<file path="config.mk">
export PLATFORM = sky130hd
export DESIGN_NAME = cnu_min_acc_flat
export DESIGN_NICKNAME = d
export VERILOG_FILES = /design/src/rtl/cnu_min_acc_pkg.sv /design/src/rtl/cnu_min_acc_if.sv /design/src/rtl/cnu_min_acc_min2_update.sv /design/src/rtl/cnu_min_acc.sv /design/src/flat_wrapper.sv
export SDC_FILE = /design/constraint.sdc
export NUM_CORES = 1
export LEC_CHECK = 0
export BUFFER_PORTS_ARGS = -buffer_cell sky130_fd_sc_hd__buf_2
export CAP_MARGIN = 20
export CORE_MARGIN = 1
export CORE_UTILIZATION = 54
export DETAILED_ROUTE_END_ITERATION = 7
export PLACE_DENSITY = 0.85
export SLEW_MARGIN = 25
export SYNTH_ARGS = -nofsm -noshare
export SYNTH_HDL_FRONTEND = slang
export SYNTH_SLANG_ARGS = --single-unit
</file>
<file path="constraint.sdc">
create_clock -name clk -period 4.2 [get_ports clk]
set_clock_uncertainty 0.05 [all_clocks]
set_input_delay 0.21 -clock clk [delete_from_list [all_inputs] [get_ports clk]]
set_output_delay 0.21 -clock clk [all_outputs]
set_load 0.02 [all_outputs]
</file>
<file path="src/rtl/cnu_min_acc_pkg.sv">
// rtl/cnu_min_acc_pkg.sv - shared CNU constants, defaults and state encoding
package cnu_min_acc_pkg;

  localparam int unsigned DATA_W = 8;
  localparam int unsigned IDX_W  = 8;

  // All-ones magnitude doubles as the "no entry" sentinel for min1/min2
  localparam logic [DATA_W-1:0] MAG_MAX = {DATA_W{1'b1}};

  typedef enum logic [1:0] {
    IDLE = 2'd0,
    ACC  = 2'd1,
    HOLD = 2'd2
  } state_t;

endpackage

</file>
<file path="src/rtl/cnu_min_acc_if.sv">
// rtl/cnu_min_acc_if.sv - message-in / sorted-pair-out handshake bundle
interface cnu_min_acc_if
  import cnu_min_acc_pkg::*;
#(
  parameter int unsigned data_w = DATA_W,
  parameter int unsigned idx_w  = IDX_W,
  parameter int unsigned cnt_w  = 6
);

  logic                  in_valid;
  logic                  in_ready;
  logic [data_w-1:0]     in_mag;
  logic                  in_sign;
  logic [idx_w-1:0]      in_idx;
  logic                  in_last;
  logic                  out_valid;
  logic                  out_ready;
  logic [2*data_w-1:0]   out;
  logic [2*idx_w-1:0]    idx_out;
  logic                  sign_out;
  logic [cnt_w-1:0]      cnt_out;
  logic                  err;

  modport master (
    output in_valid, in_mag, in_sign, in_idx, in_last, out_ready,
    input  in_ready, out_valid, out, idx_out, sign_out, cnt_out, err
  );

  modport slave (
    input  in_valid, in_mag, in_sign, in_idx, in_last, out_ready,
    output in_ready, out_valid, out, idx_out, sign_out, cnt_out, err
  );

endinterface

</file>
<file path="src/rtl/cnu_min_acc_min2_update.sv">
// rtl/cnu_min_acc_min2_update.sv - insert (mag, idx) into a sorted two-minimum pair
module min2_update
  import cnu_min_acc_pkg::*;
#(
  parameter int unsigned data_w = DATA_W,
  parameter int unsigned idx_w  = IDX_W
) (
  input  logic [data_w-1:0] min1,
  input  logic [idx_w-1:0]  idx1,
  input  logic [data_w-1:0] min2,
  input  logic [idx_w-1:0]  idx2,
  input  logic [data_w-1:0] mag,
  input  logic [idx_w-1:0]  idx,
  output logic [data_w-1:0] n_min1,
  output logic [idx_w-1:0]  n_idx1,
  output logic [data_w-1:0] n_min2,
  output logic [idx_w-1:0]  n_idx2
);

  // Strict compare: an equal magnitude never displaces the earlier edge
  always_comb begin
    n_min1 = min1;
    n_idx1 = idx1;
    n_min2 = min2;
    n_idx2 = idx2;
    if (mag < min1) begin
      n_min2 = min1;
      n_idx2 = idx1;
      n_min1 = mag;
      n_idx1 = idx;
    end else if (mag < min2) begin
      n_min2 = mag;
      n_idx2 = idx;
    end
  end

endmodule

</file>
<file path="src/rtl/cnu_min_acc.sv">
// rtl/cnu_min_acc.sv - serial min-sum accumulator producing one sorted pair per row
module cnu_min_acc
  import cnu_min_acc_pkg::*;
#(
  parameter int unsigned data_w  = DATA_W,
  parameter int unsigned idx_w   = IDX_W,
  parameter int unsigned max_deg = 32,
  parameter int unsigned cnt_w   = 6
) (
  input  logic        clk,
  input  logic        rst_n,
  cnu_min_acc_if.slave bus
);

  localparam logic [cnt_w-1:0] MAX_CNT = cnt_w'(max_deg);

  state_t            state;
  logic [data_w-1:0] min1, min2;
  logic [idx_w-1:0]  idx1, idx2;
  logic              sign_acc;
  logic [cnt_w-1:0]  cnt;
  logic              out_valid_r, in_ready_r, err_r;

  logic [data_w-1:0] b_min1, b_min2, n_min1, n_min2;
  logic [idx_w-1:0]  b_idx1, b_idx2, n_idx1, n_idx2;
  logic              b_sign;
  logic [cnt_w-1:0]  b_cnt, n_cnt;
  logic              accept, at_max;

  // A new row starts from the cleared accumulator regardless of register contents
  always_comb begin
    b_min1 = min1;
    b_idx1 = idx1;
    b_min2 = min2;
    b_idx2 = idx2;
    b_sign = sign_acc;
    b_cnt  = cnt;
    if (state == IDLE) begin
      b_min1 = '1;
      b_idx1 = '0;
      b_min2 = '1;
      b_idx2 = '0;
      b_sign = 1'b0;
      b_cnt  = '0;
    end
  end

  assign accept = bus.in_valid && in_ready_r;
  assign n_cnt  = b_cnt + 1'b1;
  assign at_max = (n_cnt == MAX_CNT);

  min2_update #(.data_w(data_w), .idx_w(idx_w)) u_min2_update (
    .min1   (b_min1),
    .idx1   (b_idx1),
    .min2   (b_min2),
    .idx2   (b_idx2),
    .mag    (bus.in_mag),
    .idx    (bus.in_idx),
    .n_min1 (n_min1),
    .n_idx1 (n_idx1),
    .n_min2 (n_min2),
    .n_idx2 (n_idx2)
  );

  always_ff @(posedge clk or negedge rst_n) begin
    if (!rst_n) begin
      state       <= IDLE;
      out_valid_r <= 1'b0;
      in_ready_r  <= 1'b1;
      err_r       <= 1'b0;
      min1        <= '1;
      min2        <= '1;
      idx1        <= '0;
      idx2        <= '0;
      sign_acc    <= 1'b0;
      cnt         <= '0;
    end else begin
      case (state)
        IDLE, ACC: begin
          if (accept) begin
            min1     <= n_min1;
            idx1     <= n_idx1;
            min2     <= n_min2;
            idx2     <= n_idx2;
            sign_acc <= b_sign ^ bus.in_sign;
            cnt      <= n_cnt;
            if (bus.in_last || at_max) begin
              state       <= HOLD;
              out_valid_r <= 1'b1;
              in_ready_r  <= 1'b0;
              err_r       <= !bus.in_last;
            end else begin
              state <= ACC;
            end
          end
        end
        HOLD: begin
          if (bus.out_ready) begin
            state       <= IDLE;
            out_valid_r <= 1'b0;
            in_ready_r  <= 1'b1;
            err_r       <= 1'b0;
            min1        <= '1;
            min2        <= '1;
            idx1        <= '0;
            idx2        <= '0;
            sign_acc    <= 1'b0;
            cnt         <= '0;
          end
        end
        default: begin
          state       <= IDLE;
          out_valid_r <= 1'b0;
          in_ready_r  <= 1'b1;
        end
      endcase
    end
  end

  assign bus.in_ready  = in_ready_r;
  assign bus.out_valid = out_valid_r;
  assign bus.out       = {min2, min1};
  assign bus.idx_out   = {idx2, idx1};
  assign bus.sign_out  = sign_acc;
  assign bus.cnt_out   = cnt;
  assign bus.err       = err_r;

endmodule
</file>
<file path="src/flat_wrapper.sv">
// flat-port wrapper written by rule: the top's interface ports become plain ports
module cnu_min_acc_flat import cnu_min_acc_pkg::*;
#(
  parameter int unsigned data_w  = DATA_W,
  parameter int unsigned idx_w   = IDX_W,
  parameter int unsigned max_deg = 32,
  parameter int unsigned cnt_w   = 6
)
  (clk, rst_n, bus_in_valid, bus_in_mag, bus_in_sign, bus_in_idx, bus_in_last, bus_out_ready, bus_in_ready, bus_out_valid, bus_out, bus_idx_out, bus_sign_out, bus_cnt_out, bus_err);
  cnu_min_acc_if #(.data_w(data_w), .idx_w(idx_w), .cnt_w(cnt_w)) bus_i ();
  input  logic clk;
  input  logic rst_n;
  input wire logic [$bits(bus_i.in_valid)-1:0] bus_in_valid;
  input wire logic [$bits(bus_i.in_mag)-1:0] bus_in_mag;
  input wire logic [$bits(bus_i.in_sign)-1:0] bus_in_sign;
  input wire logic [$bits(bus_i.in_idx)-1:0] bus_in_idx;
  input wire logic [$bits(bus_i.in_last)-1:0] bus_in_last;
  input wire logic [$bits(bus_i.out_ready)-1:0] bus_out_ready;
  output wire logic [$bits(bus_i.in_ready)-1:0] bus_in_ready;
  output wire logic [$bits(bus_i.out_valid)-1:0] bus_out_valid;
  output wire logic [$bits(bus_i.out)-1:0] bus_out;
  output wire logic [$bits(bus_i.idx_out)-1:0] bus_idx_out;
  output wire logic [$bits(bus_i.sign_out)-1:0] bus_sign_out;
  output wire logic [$bits(bus_i.cnt_out)-1:0] bus_cnt_out;
  output wire logic [$bits(bus_i.err)-1:0] bus_err;
  assign bus_i.in_valid = bus_in_valid;
  assign bus_i.in_mag = bus_in_mag;
  assign bus_i.in_sign = bus_in_sign;
  assign bus_i.in_idx = bus_in_idx;
  assign bus_i.in_last = bus_in_last;
  assign bus_i.out_ready = bus_out_ready;
  assign bus_in_ready = bus_i.in_ready;
  assign bus_out_valid = bus_i.out_valid;
  assign bus_out = bus_i.out;
  assign bus_idx_out = bus_i.idx_out;
  assign bus_sign_out = bus_i.sign_out;
  assign bus_cnt_out = bus_i.cnt_out;
  assign bus_err = bus_i.err;
  cnu_min_acc #(.data_w(data_w), .idx_w(idx_w), .max_deg(max_deg), .cnt_w(cnt_w)) u_core (.clk(clk), .rst_n(rst_n), .bus(bus_i));
endmodule
</file>
==> out/results.ini, run 1 <==
[worst_setup_path]
slowest_delay_ns=0.65
critPathLaunchType=flip-flop
critPathMaxFanout=19
worstSetupPathType=reg2reg
end_kind=flip-flop
crit_chain=nor2_2, nor2_1, ha_1, nand4_1, a211oi_2, or3_1, nand2_2, o21a_2, o32a_1
required_ns=4.34
cp_slowest_cell=or3_1
cp.arrival_ns=3.47

[timing]
slew_violations=0
fin_crit_sh_pct=79.4
finalHoldViolations=0
rsz0062_at_grt=false
fin_tns_setup_ns=0
fmax_mhz=300
tightest_slew_ns=0.762
setup_viol=0
slew_headroom_pct=49.2
min_period_ns=3.33
holdWs_ns=0.111
setup_ws_ns=0.867

[floorplan]
dieArea_um2=5130
die_w_um=71.7
start_util_pct=58.2
fp.coreArea_um2=4500
ios=64
die_y_um=71.7
row_count=24

[finish]
nets=377
final_cells=393
syn2layout_area_growth_pct=16.8
final-seq-area_um2=1120
multi_input_area_um2=1390
drive_gt1_share_pct=30.5
nFillCells=361
antennaDiodeCount=0

[logic_synthesis]
ys_warn_count=0
synth_area_um2=2620
yosysUniqueCellTypes=43
syn_avg_cell_area_um2=9.39
synth_area_leader_cell=dfrtp_1
synth_commonest_cells=32 x nand2_1, 30 x nor2_1, 27 x dfrtp_1
seq_area_frac_synth_pct=42.8
async_flop_share_pct=100
ys_ff_latch=44
synth_most_common_cell=nand2_1
synth_fp_nets=316
synth_cells=279
synthTopCellsByArea=dfrtp_1 26%, dfstp_2 17%, ha_1 7.2%
yosys.area.top_type_share_pct=25.8
synth_edf_count=0
synth_ff_type=dfrtp_1

[global_route]
antenna_found_initial=0
grt_usage_pct=26.8
grt.overflow.total=0
grt_start_max_net_pins=45
grt_pass1_vias=2307
grt_first_pass_wirelength_mm=10.9

[power]
pwr_density_cell_nw_per_um2=756
seq_power_share_pct=36.3
power.leakage_uw=0.00137
swShare_pct=47.1
clkPwrFrac_pct=11.8
switchingPower_uw=1090
intPower_uw=1230
max-vdd-ir-drop_mv=0.382
pwr-share-comb_pct=51.9

[drt]
viasPerCell=6.27
drc=0
wl_per_cell_um=16.8
drt_iter0_drc=260
route.vias.total=2464
ant_nets=0
firstDrtPassIters=5
drt_wl_total_mm=6.59

[clock_network]
cts_setup_buffers=0
path_clk_slew_ns=0.09
worst_skew_pair.late_latency_ns=0.31
numCtsBuffers=5
root_buffer=clkbuf_8
cts-resized-gates=0
cts_sinks=44
cts_tree=built
cts.path.max_buffers=2
htree_levels=2

[placement]
placed_cells=384
hpwl_mm=4.67
portBuffers=63
gp_congestion=0.935
post-place-ws_ns=0.930

[flow_run]
cap_violations=0

[status]
outcome=finished clean

[min_path]
hold_class=in2reg

-- state kept, by name, indices dropped and copies added (netlist names) --
signal / flops
u_core.min2: 8
u_core.idx1: 8
u_core.bus.cnt_out: 6
u_core.state: 2
u_core.idx2: 8
u_core.bus.out_valid: 1
u_core.bus.in_ready: 1
u_core.min1: 8
u_core.bus.err: 1
u_core.bus.sign_out: 1
-- cell type report --
type | count | area share (%)
clock buffers | 5 | 2.25
clock inverters | 3 | 0.777
inverters | 5 | 0.613
multi-input cells | 214 | 45.4
flip-flops and latches | 44 | 36.7
well taps | 52 | 2.13
repair buffers | 70 | 12.2
-- metrics by stage --
step	util, %	power (uW)	cell area, um2
after floorplan	-	1680	2620
after global placement	65.6	2000	2960
after detailed placement	65.6	2030	2960
after CTS	67.7	2310	3050
after global routing	67.9	2470	3060
final	67.9	2310	3060
-- final timing paths --
kind | start | end | slack, ns | depth (start not counted)
max | u_core.state[0]$_DFFE_PN0P_ | u_core.idx2[3]$_DFFE_PN0P_ | 0.87 | 9
min | bus_in_idx[4] | u_core.idx1[4]$_DFFE_PN0P_ | 0.11 | 2
max reg2reg | u_core.state[0]$_DFFE_PN0P_ | u_core.idx2[3]$_DFFE_PN0P_ | 0.87 | 9
min reg2reg | u_core.bus.in_ready$_DFFE_PN1P_ | u_core.bus.in_ready$_DFFE_PN1P_ | 0.44 | 2
max in group asynchronous | rst_n | u_core.min2[7]$_DFFE_PN1P_ | 3.33 | 2
min in group asynchronous | rst_n | u_core.idx1[6]$_DFFE_PN0P_ | 0.38 | 2
-- worst max-delay path: cells and delay by family, from the launching register on --
kind,cells,cell delay [ns]
AOI/OAI and AO/OA,3,0.73
adders and majority gates,1,0.33
DFF,1,0.49
and+or+nand+nor,5,1.61
-- placed cells by master, fill, tap and decap left out, types with 2 or more instances in the layout --
| cell | netlist | layout |
|---|---|---|
| nor2b_1 | 2 | 2 |
| o32a_1 | 8 | 8 |
| o22a_1 | 8 | 8 |
| buf_4 | 1 | 7 |
| a211oi_1 | 2 | 2 |
| buf_2 | 6 | 62 |
| o21ai_0 | 16 | 16 |
| ha_1 | 15 | 15 |
| o311ai_0 | 8 | 8 |
| nand3_1 | 11 | 11 |
| dfrtp_1 | 27 | 27 |
| xor2_1 | 2 | 2 |
| a21o_1 | 2 | 2 |
| nand2b_1 | 10 | 10 |
| clkinvlp_4 | 0 | 2 |
| clkbuf_8 | 0 | 5 |
| nand2_1 | 32 | 32 |
| nand4_1 | 2 | 2 |
| a22o_1 | 12 | 12 |
| dfstp_2 | 17 | 17 |
| inv_1 | 5 | 5 |
| a31oi_1 | 9 | 9 |
| o21ai_1 | 2 | 2 |
| a21oi_1 | 25 | 24 |
| nor2_1 | 30 | 30 |
-- power by group through the flow --
stage                     clock, uW  combinational (uW)  sequential, uW
final                           274                1200             840
after floorplan                   0                 665            1010
after global placement            0                1160             839
after global routing            295                1300             867
after detailed placement          0                1190             841
after CTS                       280                1200             836
-- routing by layer --
metal	track usage (%)	wire [um]	up-vias	part of all wire, %
met4	11.5	74	0	1.1
li1	-	-	1164	-
met3	4.36	505	9	7.7
met5	0	0	-	0
met2	41.8	3050	115	46
met1	37.1	2960	1176	45
-- kinds of logic after synthesis --
| logic type | Yosys count | synth area share (%) |
|---|---|---|
| fa+ha+maj | 15 | 7.16 |
| simple gates | 93 | 16.2 |
| compound gates | 103 | 28.5 |
| buf+inv | 21 | 4.30 |
| xor+xnor | 3 | 1.00 |
| flops | 44 | 42.8 |
-- timing repair --
item | 4_1_cts | 5_1_grt
hold endpoints to repair | 0 | 27
hold buffers | 0 | 1
endpoints found under the setup margin | 0 | 0
No activity file was read; power rests on OpenSTA's default activity.
==> inputs of run 2 (changes only) <==
- ABC_AREA: not set -> 1
- CORE_UTILIZATION: 54 -> 50
- PLACE_DENSITY: 0.85 -> 0.81
- clock period: 4.2 -> 2.8 ns (I/O delays scaled with it)
==> out/results.ini, run 2 <==
[status]
outcome=finished clean  ; unchanged

[logic_synthesis]
yosys.area.top_type_share_pct=22.6  ; was 25.8%
synthSimpleGateAreaFrac_pct=36.2  ; was 16.2%
seq_area_frac_synth_pct=37.5  ; was 42.8%
yosysUniqueCellTypes=32  ; was 43
synth_top_family_by_area=simple AND/OR/NAND/NOR gates  ; was compound AO/OA/AOI/OAI gates
async_flop_share_pct=100  ; unchanged
syn_avg_cell_area_um2=7.01  ; was 9.39 um2
synth-compound-area-share_pct=10.3  ; was 28.5%
synth_commonest_cells=129 x nand2_1, 57 x nor2_1, 42 x inv_1  ; was 32 x nand2_1, 30 x nor2_1, 27 x dfrtp_1
synthTopCellsByArea=dfrtp_1 23%, nand2_1 16%, dfstp_2 15%  ; was dfrtp_1 26%, dfstp_2 17%, ha_1 7.2%
ys_warn_count=0  ; unchanged
synth_cells=427  ; was 279
synth_most_common_cell=nand2_1  ; unchanged
synth-xor-area-share_pct=0.293  ; was 1.00%
synthMuxAreaShare_pct=0  ; unchanged
synth_ff_type=dfrtp_1  ; unchanged
synth_edf_count=0  ; unchanged
ys_ff_latch=44  ; unchanged
synth_fa_ha_area_share_pct=6.27  ; was 7.16%
synth_area_um2=2990  ; was 2620 um2
synth_fp_nets=464  ; was 316
synth_area_leader_cell=dfrtp_1  ; unchanged

[timing]
tightest_slew_ns=0.668  ; was 0.762 ns
fin_tns_setup_ns=0  ; unchanged
min_period_ns=2.55  ; was 3.33 ns
fmax_mhz=392  ; was 300 MHz
setup_viol=0  ; unchanged
rsz0062_at_grt=false  ; unchanged
slew_violations=0  ; unchanged
fin_crit_sh_pct=91.1  ; was 79.4%
slew_headroom_pct=55.4  ; was 49.2%
finalHoldViolations=0  ; unchanged

[finish]
antennaDiodeCount=0  ; unchanged
nFillCells=505  ; was 361
syn2layout_area_growth_pct=18.2  ; was 16.8%
nets=530  ; was 377
final_cell_mix=129 x nand2_1, 62 x buf_2, 57 x nor2_1  ; was 62 x buf_2, 32 x nand2_1, 30 x nor2_1
drive_gt1_share_pct=25.1  ; was 30.5%
final_common_cell=nand2_1  ; was buf_2

[placement]
gp_congestion=0.923  ; was 0.935
portBuffers=63  ; unchanged
hpwl_mm=5.25  ; was 4.67 mm

[clock_network]
numCtsBuffers=5  ; unchanged
path_clk_slew_ns=0.09  ; about the same
root_buffer=clkbuf_8  ; unchanged
cts_sinks=44  ; unchanged
cts_tree=built  ; unchanged
cts.path.max_buffers=2  ; unchanged
worst_skew_pair.late_latency_ns=0.30  ; was 0.31 ns
htree_levels=2  ; unchanged

[worst_setup_path]
cp_slowest_cell=dfrtp_2  ; was or3_1
slowest_delay_ns=0.42  ; was 0.65 ns
required_ns=2.98  ; was 4.34 ns
crit_chain=inv_2, nand2_2, clkinvlp_4, buf_4, nor2_1, ha_1, a21oi_1, nand2_2, nand2_4, nand2_4, buf_12, o21ai_0, nor2_1, nor2_1  ; was nor2_2, nor2_1, ha_1, nand4_1, a211oi_2, or3_1, nand2_2, o21a_2, o32a_1
cp_top_family=simple AND/OR/NAND/NOR gates  ; unchanged
timing.rr.end=u_core.min1[7]$_DFFE_PN1P_  ; was u_core.idx2[3]$_DFFE_PN0P_
cp.buffers_inverters=4  ; was 0
cp_common_cell=nor2_1
r2r_slack_ns=0.25  ; was 0.87 ns
worstSetupPathType=reg2reg  ; unchanged
rr_worst_depth=14  ; was 9
cp.arrival_ns=2.73  ; was 3.47 ns
r2r_start=u_core.state[1]$_DFFE_PN0P_  ; was u_core.state[0]$_DFFE_PN0P_
end_kind=flip-flop  ; unchanged
critPathLaunchType=flip-flop  ; unchanged
critPathMaxFanout=29  ; was 19

[power]
pwr_density_cell_nw_per_um2=1130  ; was 756 nW/um2
max-vdd-ir-drop_mv=0.586  ; was 0.382 mV
intPower_uw=2050  ; was 1230 uW
clkPwrFrac_pct=13.6  ; was 11.8%
power.leakage_uw=0.00201  ; was 0.00137 uW
swShare_pct=48.9  ; was 47.1%
pwr-share-comb_pct=58.4  ; was 51.9%
switchingPower_uw=1960  ; was 1090 uW
report.power.total_uw=4010  ; was 2310 uW
seq_power_share_pct=28.1  ; was 36.3%

[floorplan]
die_y_um=79.4  ; was 71.7 um
start_util_pct=53.0  ; was 58.2%
row_count=27  ; was 24
die_w_um=79.4  ; was 71.7 um
ios=64  ; unchanged
dieArea_um2=6300  ; was 5130 um2
fp.coreArea_um2=5640  ; was 4500 um2

[global_route]
grt_first_pass_wirelength_mm=12.5  ; was 10.9 mm
grt_busiest_layer=met2  ; unchanged
grt_usage_pct=25.5  ; was 26.8%
met3_usage_pct=4.02  ; was 4.36%
use_met2_pct=41.5  ; was 41.8%
grt_pass1_vias=2742  ; was 2307
grt_start_max_net_pins=45  ; unchanged
grt_use_met1_pct=34.3  ; was 37.1%
grt.overflow.total=0  ; unchanged
antenna_found_initial=0  ; unchanged

[drt]
drt_iter0_drc=293  ; was 260
ant_nets=0  ; unchanged
drc=0  ; unchanged
firstDrtPassIters=5  ; unchanged
drt_wl_total_mm=7.48  ; was 6.59 mm
wl_per_cell_um=13.2  ; was 16.8 um
viasPerCell=5.35  ; was 6.27
route.vias.total=3026  ; was 2464

[min_path]
hold_end=u_core.min1[0]$_DFFE_PN1P_  ; was u_core.idx1[4]$_DFFE_PN0P_
hold_class=in2reg  ; unchanged
hold_path_depth=3  ; was 2
min_from=bus_in_mag[0]  ; was bus_in_idx[4]

[flow_run]
cap_violations=0  ; unchanged

run 2: changes by cell type after synthesis, sizes merged, moves of 4 or more:
cell | before | now
nand2 | 33 | 137
inv | 5 | 46
nand3 | 12 | 41
nor2 | 32 | 58
a22o | 12 | 0
nand2b | 10 | 0
nand3b | 0 | 10
a31oi | 10 | 2
o22a | 8 | 0
o311ai | 8 | 0
o32a | 8 | 0
o21ai | 18 | 24
or2 | 0 | 4
run 2: cell families (layout without fill, tap and decap cells):
kind of cell | after synthesis | after routing
simple gates | 250 | 250
compound gates | 54 | 54
xor+xnor | 1 | 1
buf+inv | 63 | 130
fa+ha+maj | 15 | 15
flops | 44 | 44
run 2: timing repair:
action,CTS,global route
hold buffers,1,0
setup endpoints to repair,0,22
hold endpoints to repair,27,0
buffers inserted,0,1
resized for setup,0,4
run 2: power by group through the flow:
stage	registers, uW	logic (uW)	clock network (uW)
after floorplan	1360	1440	0
after global routing	1150	2620	582
after detailed placement	1130	2290	0
final	1120	2340	544
after CTS	1120	2300	555
after global placement	1120	2230	0
run 2: how the worst max path moves through the flow:
stage               depth (start not counted)  slack [ns]                    endpoint                   startpoint
global route                               15        0.04  u_core.idx2[3]$_DFFE_PN0P_  u_core.state[1]$_DFFE_PN0P_
detailed placement                         13        0.21  u_core.min1[7]$_DFFE_PN1P_  u_core.state[1]$_DFFE_PN0P_
CTS                                        14        0.18  u_core.min1[1]$_DFFE_PN1P_  u_core.state[1]$_DFFE_PN0P_
finish                                     14        0.25  u_core.min1[7]$_DFFE_PN1P_  u_core.state[1]$_DFFE_PN0P_
global placement                           15        0.25  u_core.min1[4]$_DFFE_PN1P_  u_core.state[1]$_DFFE_PN0P_
floorplan                                  17        0.22  u_core.idx2[3]$_DFFE_PN0P_  u_core.state[1]$_DFFE_PN0P_
run 2: stage by stage:
stage                     hold slack, ns  setup slack (ns)  util (%)  area [um2]  cells
final                             0.0249             0.248      62.7        3540    566
after global routing              0.0364            0.0400      62.7        3540    566
after global placement             0.301             0.251      59.8        3380    555
after detailed placement           0.308             0.206      59.8        3380    555
after CTS                         0.0195             0.182      62.3        3510    564
after floorplan                   -0.206             0.219         -        2990    427
run 2: tightest hold or removal path: cells and delay by family:
| family | cells | cell delay (ns) |
|---|---|---|
| AO/OA/AOI/OAI | 1 | 0.07 |
| AND/OR/NAND/NOR | 1 | 0.06 |
| buffers and inverters | 1 | 0.11 |
run 2: area by class of cell:
type                       count  area, um2  share of cell area [%]
inverter                      47        186                    5.27
timing repair buffer          74        415                    11.7
tap                           72       90.1                    2.55
multi-input combinational    320       1590                    44.9
timing repair inverter         1       5.00                   0.141
sequential                    44       1120                    31.8
clock buffer                   7       96.3                    2.72
clock inverter                 1       30.0                   0.849
run 2: metal layers:
| layer | routed length [um] | vias to the layer above | share of wire [%] |
|---|---|---|---|
| li1 | - | 1505 | - |
| met1 | 3320 | 1419 | 44 |
| met2 | 3660 | 97 | 49 |
| met3 | 431 | 5 | 5.8 |
| met4 | 69 | 0 | 0.92 |
| met5 | 0 | - | 0 |
